<file path="src/rtl/multi_lane_car_counter.sv">
// Multi-lane ultrasonic car detector/counter with a read-and-clear NIOS register map.
// Each lane calibrates a base distance, then debounces car arrivals with hysteresis.

module multi_lane_car_counter_lane #(
    parameter int DIST_W       = 32,
    parameter int COUNT_W      = 16,
    parameter int DEBOUNCE     = 3,
    parameter int THRESH_SHIFT = 1,
    parameter int HYST_SHIFT   = 3
) (
    input  logic               clk,
    input  logic               reset,
    input  logic               calibrate,
    input  logic [DIST_W-1:0]  distance,
    input  logic               distance_ready,
    input  logic               clear,
    output logic               car,
    output logic               calibrated,
    output logic [COUNT_W-1:0] count
);
    localparam int DB_W = (DEBOUNCE > 1) ? $clog2(DEBOUNCE + 1) : 1;

    typedef enum logic [1:0] {IDLE, CAL, RUN} state_t;
    state_t state, state_next;

    logic [DIST_W-1:0] base, thr;
    logic [DIST_W:0]   rel;
    logic [DB_W-1:0]   dbc;
    logic              evaluate, qualify, db_done, arrive;

    assign thr      = base >> THRESH_SHIFT;
    assign rel      = {1'b0, thr} + {1'b0, base >> HYST_SHIFT};
    assign evaluate = (state == RUN) && distance_ready && !calibrate;
    // The qualifying side flips with car state, which is what creates the hysteresis band.
    assign qualify  = car ? ({1'b0, distance} >= rel) : (distance < thr);
    assign db_done  = (dbc == DB_W'(DEBOUNCE - 1));
    assign arrive   = evaluate && qualify && db_done && !car;

    always_ff @(posedge clk) begin
        if (reset) state <= IDLE;
        else       state <= state_next;
    end

    always_comb begin
        state_next = state;
        case (state)
            IDLE:    if (calibrate) state_next = CAL;
            CAL:     if (distance_ready && distance != '0) state_next = RUN;
            RUN:     if (calibrate) state_next = CAL;
            default: state_next = IDLE;
        endcase
    end

    always_comb begin
        calibrated = (state == RUN);
    end

    always_ff @(posedge clk) begin
        if (reset) begin
            base <= '0;
            car  <= 1'b0;
            dbc  <= '0;
        end else begin
            if (state == CAL && distance_ready && distance != '0) base <= distance;
            if (state == RUN && calibrate) begin
                car <= 1'b0;
                dbc <= '0;
            end else if (evaluate) begin
                if (!qualify) begin
                    dbc <= '0;
                end else if (db_done) begin
                    car <= !car;
                    dbc <= '0;
                end else begin
                    dbc <= dbc + 1'b1;
                end
            end
        end
    end

    // A clear coinciding with an arrival leaves 1 so the arrival is not lost.
    always_ff @(posedge clk) begin
        if (reset)                    count <= '0;
        else if (clear)               count <= COUNT_W'(arrive);
        else if (arrive && count != '1) count <= count + 1'b1;
    end
endmodule

module multi_lane_car_counter #(
    parameter int          NUM_LANES    = 4,
    parameter int          DIST_W       = 32,
    parameter int          COUNT_W      = 16,
    parameter logic [15:0] BASE_ADDR    = 16'h0900,
    parameter int          DEBOUNCE     = 3,
    parameter int          THRESH_SHIFT = 1,
    parameter int          HYST_SHIFT   = 3
) (
    input  logic                           clk,
    input  logic                           reset,
    input  logic [NUM_LANES-1:0]           calibrate,
    input  logic [NUM_LANES*DIST_W-1:0]    distance,
    input  logic [NUM_LANES-1:0]           distance_ready,
    input  logic [15:0]                    address,
    input  logic                           io_select,
    output logic [31:0]                    read_data,
    output logic [NUM_LANES-1:0]           car,
    output logic [NUM_LANES-1:0]           calibrated,
    output logic [NUM_LANES*COUNT_W-1:0]   car_count
);
    localparam logic [13:0] CAR_WORD = 14'(NUM_LANES);
    localparam logic [13:0] CAL_WORD = 14'(NUM_LANES + 1);

    logic [NUM_LANES-1:0][COUNT_W-1:0] cnt;
    logic [NUM_LANES-1:0]              lane_hit;
    logic [15:0]                       offset;
    logic [31:0]                       rd_next;

    assign offset    = address - BASE_ADDR;
    assign car_count = cnt;

    always_comb begin
        rd_next  = '0;
        lane_hit = '0;
        if (offset[1:0] == 2'b00) begin
            for (int i = 0; i < NUM_LANES; i++) begin
                if (offset[15:2] == 14'(i)) begin
                    rd_next[COUNT_W-1:0] = cnt[i];
                    lane_hit[i]          = 1'b1;
                end
            end
            if (offset[15:2] == CAR_WORD) rd_next[NUM_LANES-1:0] = car;
            if (offset[15:2] == CAL_WORD) rd_next[NUM_LANES-1:0] = calibrated;
        end
    end

    always_ff @(posedge clk) begin
        if (reset)          read_data <= '0;
        else if (io_select) read_data <= rd_next;
    end

    for (genvar i = 0; i < NUM_LANES; i++) begin : g_lane
        multi_lane_car_counter_lane #(
            .DIST_W      (DIST_W),
            .COUNT_W     (COUNT_W),
            .DEBOUNCE    (DEBOUNCE),
            .THRESH_SHIFT(THRESH_SHIFT),
            .HYST_SHIFT  (HYST_SHIFT)
        ) u_lane (
            .clk           (clk),
            .reset         (reset),
            .calibrate     (calibrate[i]),
            .distance      (distance[i*DIST_W +: DIST_W]),
            .distance_ready(distance_ready[i]),
            .clear         (io_select && lane_hit[i]),
            .car           (car[i]),
            .calibrated    (calibrated[i]),
            .count         (cnt[i])
        );
    end
endmodule

</file>
<file path="config.mk">
export PLATFORM = sky130hd
export DESIGN_NAME = multi_lane_car_counter
export DESIGN_NICKNAME = d
export VERILOG_FILES = /design/src/rtl/multi_lane_car_counter.sv
export SDC_FILE = /design/constraint.sdc
export NUM_CORES = 1
export LEC_CHECK = 0
export CAP_MARGIN = 20
export CORE_ASPECT_RATIO = 2
export CORE_UTILIZATION = 66
export CTS_CLUSTER_DIAMETER = 40
export DETAILED_ROUTE_END_ITERATION = 16
export DONT_BUFFER_PORTS = 1
export HOLD_SLACK_MARGIN = 0.1
export MAX_ROUTING_LAYER = met4
export PLACE_DENSITY = 0.82
export SLEW_MARGIN = 20
export SYNTH_ARGS = -nofsm -noshare
export SYNTH_HDL_FRONTEND = slang
export SYNTH_SLANG_ARGS = --single-unit
</file>
<file path="constraint.sdc">
create_clock -name clk -period 5.7 [get_ports clk]
set_clock_uncertainty 0.05 [all_clocks]
set_input_delay 0.57 -clock clk [delete_from_list [all_inputs] [get_ports clk]]
set_output_delay 0.57 -clock clk [all_outputs]
set_load 0.01 [all_outputs]
</file>
Word level (Yosys, flattened, before mapping)
Cells that the tools add are included.
{ "word_totals": {"ff_bits": 228, "input_bits": 155, "output_inout_bits": 104, "wordCells": 205} }
{ "op_classes": {"muxes": 44, "n_reduce_logical": 86, "n_addsub": 13, "n_eq_ne": 29, "n_lt_le_gt_ge": 8} }
{ "op_table": {"columns": ["operator", "count"], "rows": [
  ["$ge 32x33->1", 4],
  ["$add 31x29->32", 4],
  ["$lt 32x31->1", 4],
  ["$reduce_bool 32->1", 4],
  ["$mux 16", 5],
  ["$add 16x1->16 const B", 4],
  ["$ne 16x16->1 const B", 4],
  ["$logic_and 1x1->1", 44],
  ["$mux 2", 16],
  ["$eq 14x2->1 const B", 2],
  ["$eq 14x3->1 const B", 2],
  ["$reduce_or 2->1", 12],
  ["$eq 2x2->1 const B", 8],
  ["$mux 1", 16],
  ["$ne 2x1->1 const B", 8],
  ["$pmux 2 s2", 4],
  ["$sub 16x12->16 const B", 1],
  ["$eq 14x1->1 const B", 1],
  ["$logic_not 14->1", 1],
  ["$mux 4", 3],
  ["$reduce_and 3->1", 4],
  ["$logic_not 2->1", 5],
  ["$add 2x1->2 const B", 4],
  ["$eq 2x1->1 const B", 4],
  ["3 further kinds", 16]
]} }

Depth between registers and ports, before layout
{ "logic_depth": {"word_depth": 9, "mapped_depth": 23, "ltp_nobuf": 21} }

By module
From an unflattened synthesis, not the netlist that was laid out.
{ "hier_totals": {"hier_cells": 2646, "hier_area_um2": 21824.7} }
{ "by_module_without_submodules": {"columns": ["module", "n_inst", "seq_area_each_um2", "area_each_um2", "cells_each"], "rows": [
  ["multi_lane_car_counter_lane (g_lane[2].u_lane ...)", 2, 1041.0, 5104.9, 628],
  ["multi_lane_car_counter_lane (g_lane[0].u_lane)", 1, 1041.0, 5233.8, 635],
  ["multi_lane_car_counter_lane (g_lane[1].u_lane)", 1, 1041.0, 5093.6, 613],
  ["multi_lane_car_counter", 1, 320.3, 1287.5, 142]
]} }

Least setup slack after synthesis
No wires, ideal clock.
{ "synth_timing": {"path_type": "reg-to-reg", "start": "register g_lane[0].u_lane.base[1]", "end": "register g_lane[0].u_lane.count[4]", "stages_incl_launch_ff": 22, "setup_ns": 0.070, "slack_ns": 0.697, "period_less_slack_ns": 5.003, "t_required_ns": 5.580, "arrival_ns": 4.883, "path_buffers": 2, "cell_sequence": "dfxtp_1 ha_1 fa_1 a21oi_1 a2bb2oi_1 a211o_1 a21oi_1 o21ai_0 o21ai_0 o41a_1 a41oi_1 xnor2_1 ha_1 a21o_1 a211o_1 a2111oi_0 inv_1 o21ai_1 clkbuf_1 buf_2 o21ai_0 a21oi_1"} }
{ "synth_via": {"elab_chain_cells": 7, "elab_cells_between_ends": 8, "cone_classes": "1 x add/sub; 2 x order compare; 1 x mux; 4 x reduce/logical"} }
{ "synth_rtl": {"columns": ["element", "line", "text"], "rows": [
  ["from (decl)", "26", "logic [DIST_W-1:0] base, thr;"],
  ["from (signal assigned)", "64", "if (state == CAL && distance_ready && distance != '0) base <= distance;"],
  ["$add 31x29->32", "32", "assign rel = {1'b0, thr} + {1'b0, base >> HYST_SHIFT};"],
  ["$ge 32x33->1", "35", "assign qualify = car ? ({1'b0, distance} >= rel) : (distance < thr);"],
  ["$mux 1 *", "35", null],
  ["$logic_and 1x1->1 * (3 in a row)", "37", "assign arrive = evaluate && qualify && db_done && !car;"],
  ["$logic_and 1x1->1 *", "85", "else if (arrive && count != '1) count <= count + 1'b1;"],
  ["to (signal assigned)", "84", "else if (clear) count <= COUNT_W'(arrive);"],
  ["to (signal assigned)", "85", null],
  ["to (decl)", "19", "output logic [COUNT_W-1:0] count"]
]} }
Every way passes the cells marked *; elsewhere a longest branch is shown, timed or not.
A chain may end at the register's enable or synchronous reset.

Final worst setup path
{ "layout_timing": {"start": "register g_lane[0].u_lane.base[3]", "end": "register g_lane[0].u_lane.count[0]"} }
{ "layout_via": {"elab_chain_cells": 8, "elab_cells_between_ends": 10, "cone_classes": "1 x add/sub; 2 x order compare; 2 x mux; 5 x reduce/logical"} }
{ "layout_rtl": {"columns": ["element", "line"], "rows": [
  ["$add 31x29->32", "32"],
  ["$ge 32x33->1", "35"],
  ["$mux 1 *", "35"],
  ["$logic_and 1x1->1 * (3 in a row)", "37"],
  ["$logic_and 1x1->1", "85"],
  ["$reduce_bool 2->1 (no line)", null]
]} }
Marked as above.

==> impl_results.md <==
- Clk_lat worst skew: 0.60 ns
- Leak Pwr: 10.90 nW
- Seq/Total Area, Yosys: 0.2069
- Total congestion overflow: 0
- Post-layout nets: 3237
- ANT nets after route: 0
- CP endpoint kind: flop
- Die Y: 258.3 um
- Library cells used by synthesis: 77
- Routed WL: just over 70 mm
- WS Path Type: flop to flop
- Slowest-stage cell, CP: fa_1
- Status: finished clean
- GR Layer Usage met2: 0.7311
- All-Layer GR Usage: 0.4333
- Initial antenna violation count: 6
- Post-Route Setup TNS: 0 ns
- CTS sink cnt: 224
- Total power draw: between 0.004 and 0.005 W
- RR Endpoint: g_lane[0].u_lane.count[0]
- Critical Path Fanout Max: 5
- Avg Cell Area, Syn: approximately 8.2 um^2
- DP HPWL: 52.15 mm
- Fin. max-slew vios: 0
- Design internal power: 0.003118 W
- Final setup fails: 0
- Min Hold Slack: 0.09949 ns
- First-pass GRT wire length: approximately 110 mm
- WP data required: approximately 6 ns
- Sequential share of power: 0.367
- CP Buf/Inv Count: 2
- Max Cap Viol: 0
- Post-route setup slack: roughly 0.42 ns
- Comb pwr share: 0.192
- Largest stage delay, worst path: 0.41 ns
- 1st-pass router iterations: 6
- GR Layer Usage met3: 0.1788
- Clk buf depth: 3
- Core Region: ~32000 um^2
- Pin count of the biggest net entering global routing: roughly 150
- Post-synthesis async set-or-reset flop share: 0
- HP Start: distance[67]
- Synth warn: 0
- Slew HR: 0.2132
- CP cell instances: ha_1, fa_1, a21oi_1, a2bb2oi_1, a211o_1, a21oi_1, o21ai_0, o21ai_0, o41a_1, a41oi_1, xnor2_1, ha_1, a21o_1, a211o_1, a2111oi_0, inv_1, o211ai_1, buf_4, nor2_1, o311ai_0
- Total die area: roughly 34000 um^2
- Final min period: approximately 5.3 ns
- Worst-margin pin slew: about 1.2 ns
- Initial DRC count: between 1000 and 1500
- Top_reg_cell synth: dfxtp_1
- Post-synth EDFFs: 0
- CTS tree: done
- Hold Path Cell Cnt: 2
- Class of the worst hold path: input port to flop
- Max Freq: between 150 and 200 MHz
- RSZ-0062 raised after global routing: false
- DIE WIDTH: around 130 um
- Startpoint Class: flop
- Cts bufs inserted: 30
- Synthesis-to-layout area growth: 10.95%
- Post-Synthesis Cell Area: about 22000 um^2
- Worst R2R Path Depth: 20
- Crit path max-delay family: compound AO/OA/AOI/OAI gates
- Crit share post-route: 0.9267
- Largest cells by area after synthesis: ha_1 (21%), dfxtp_1 (21%), mux2i_1 (7.0%)
- Reg2reg setup slack: around 0.42 ns
- Maximum vdd drop: 0.2603 mV
- Synth area leader: ha_1
- Reg-to-Reg Start: g_lane[0].u_lane.base[3]
- Clock transition at path regs: around 0.07 ns
- Arr. time, crit path: between 5 and 6 ns
- Synthesized instance count: between 2000 and 3000
- WL/cell: 22.31 um
- Initial Util: 0.6724
- Placer Congestion: a little under 1
- CTS H-tree lvls: 1
- Vias in the first global route: around 22000
- Num ports: roughly 260
- CTS root buf: clkbuf_16
- Avg Vias per Cell: between 6 and 7
- Placement Setup Slack: roughly 0.28 ns
- Psw: between 0.001 and 0.0015 W
- Final hold violation count: 0
- Met1 usage: 0.3521
- Switch share: 0.3060
- Crit path from: g_lane[0].u_lane.base[3]
- Clock share of power: 0.442
- Synth top area share: 0.2125
- Via count: between 20000 and 25000
- GR peak layer: met2
- Number of remaining DRC errors: 0
- Post-layout util: 0.7460
- IO Port Bufs: 0
- Power density over cell area: around 190 nW/um^2
- Fraction of layout cells with a size suffix above 1: 0.03879
- Hold Path Sink: g_lane[2].u_lane.base[3]
- Rows: 93
- FF+latch count, synth: between 200 and 250
-- metal layers --
layer | vias to the layer above | wire (um)
met3 | 424 | 7102
li1 | 9883 | -
met1 | 9903 | 21830
met2 | 892 | 34830
met5 | - | 0
met4 | 0 | 6863
-- through the flow --
| stage | cell area [um^2] | std cells |
|---|---|---|
| after floorplan | 21730 | 2653 |
| after global placement | 21880 | 2995 |
| after detailed placement | 21880 | 2995 |
| after CTS | 24000 | 3158 |
| after global routing | 24040 | 3166 |
| final | 24040 | 3166 |
-- cell usage after synthesis (54+ instances only) --
master,instances
a21o_1,137
a21oi_1,201
dfxtp_1,224
ha_1,368
inv_1,188
mux2i_1,151
nand2_1,131
nand3_1,66
nand4_1,76
nor2_1,247
o21ai_0,103
xnor2_1,54
xor2_1,56
-- worst max path at each step --
| stage | endpoint | slack, ns | cells past startpoint |
|---|---|---|---|
| 5_1_grt | g_lane[0].u_lane.count[2] | 0.03 | 23 |
| 6_report | g_lane[0].u_lane.count[0] | 0.42 | 20 |
| 3_3_place_gp | g_lane[0].u_lane.count[0] | 0.50 | 19 |
| 3_5_place_dp | g_lane[0].u_lane.count[0] | 0.28 | 19 |
| 4_1_cts | g_lane[0].u_lane.count[0] | 0.28 | 19 |
| 2_1_floorplan | g_lane[0].u_lane.count[4] | 0.70 | 21 |
-- sequential cells by signal, summed over array words and instances (netlist names) --
| register | flops |
|---|---|
| g_lane.u_lane.base | 124 |
| g_lane.u_lane.count | 64 |
| read_data | 16 |
| g_lane.u_lane.dbc | 8 |
| g_lane.u_lane.state | 8 |
| g_lane.u_lane.car | 4 |
-- logic make-up after synthesis --
| group | share of synthesized area |
|---|---|
| xor gates and xnor gates | 0.04445 |
| DFF | 0.2069 |
| adders and majority gates | 0.2162 |
| muxes | 0.08221 |
| AOI/OAI and AO/OA | 0.2030 |
| and+or+nand+nor | 0.1934 |
| other | 0.0001730 |
| buffers and inverters | 0.05363 |
-- power by group through the flow --
stage,combinational (W),clock [W],sequential (W)
2_1_floorplan,0.000620,0,0.00166
3_3_place_gp,0.000706,0,0.00168
3_5_place_dp,0.000746,0,0.00168
4_1_cts,0.000838,0.00198,0.00165
5_1_grt,0.000965,0.00206,0.00165
6_report,0.000861,0.00198,0.00165
-- what timing repair did --
action,4_1_cts,5_1_grt
endpoints found under the setup margin,0,1
hold endpoints to repair,151,0
hold buffers,108,0
setup buffers,0,2
gates resized for setup,0,0
-- cell usage in the layout, fill, tap and decap left out, types with 56 or more instances in the layout --
cell and count:
ha_1 368, nor2_1 246, dfxtp_1 224, a21oi_1 201, inv_1 188, mux2i_1 151
a21o_1 137, nand2_1 131, dlygate4sd3_1 107, o21ai_0 102, nand4_1 76, nand3_1 66
xor2_1 56
-- layout make-up --
class	count	area [um^2]
clock inverters	22	237.7
clock buffers	33	783.3
flip-flops and latches	224	4484
well taps	427	534.3
multi-input cells	2147	16100
fillers	2435	8188
inverters	188	705.7
repair buffers	119	1181
diodes	6	15.01
No activity file was read; power rests on OpenSTA's default activity.
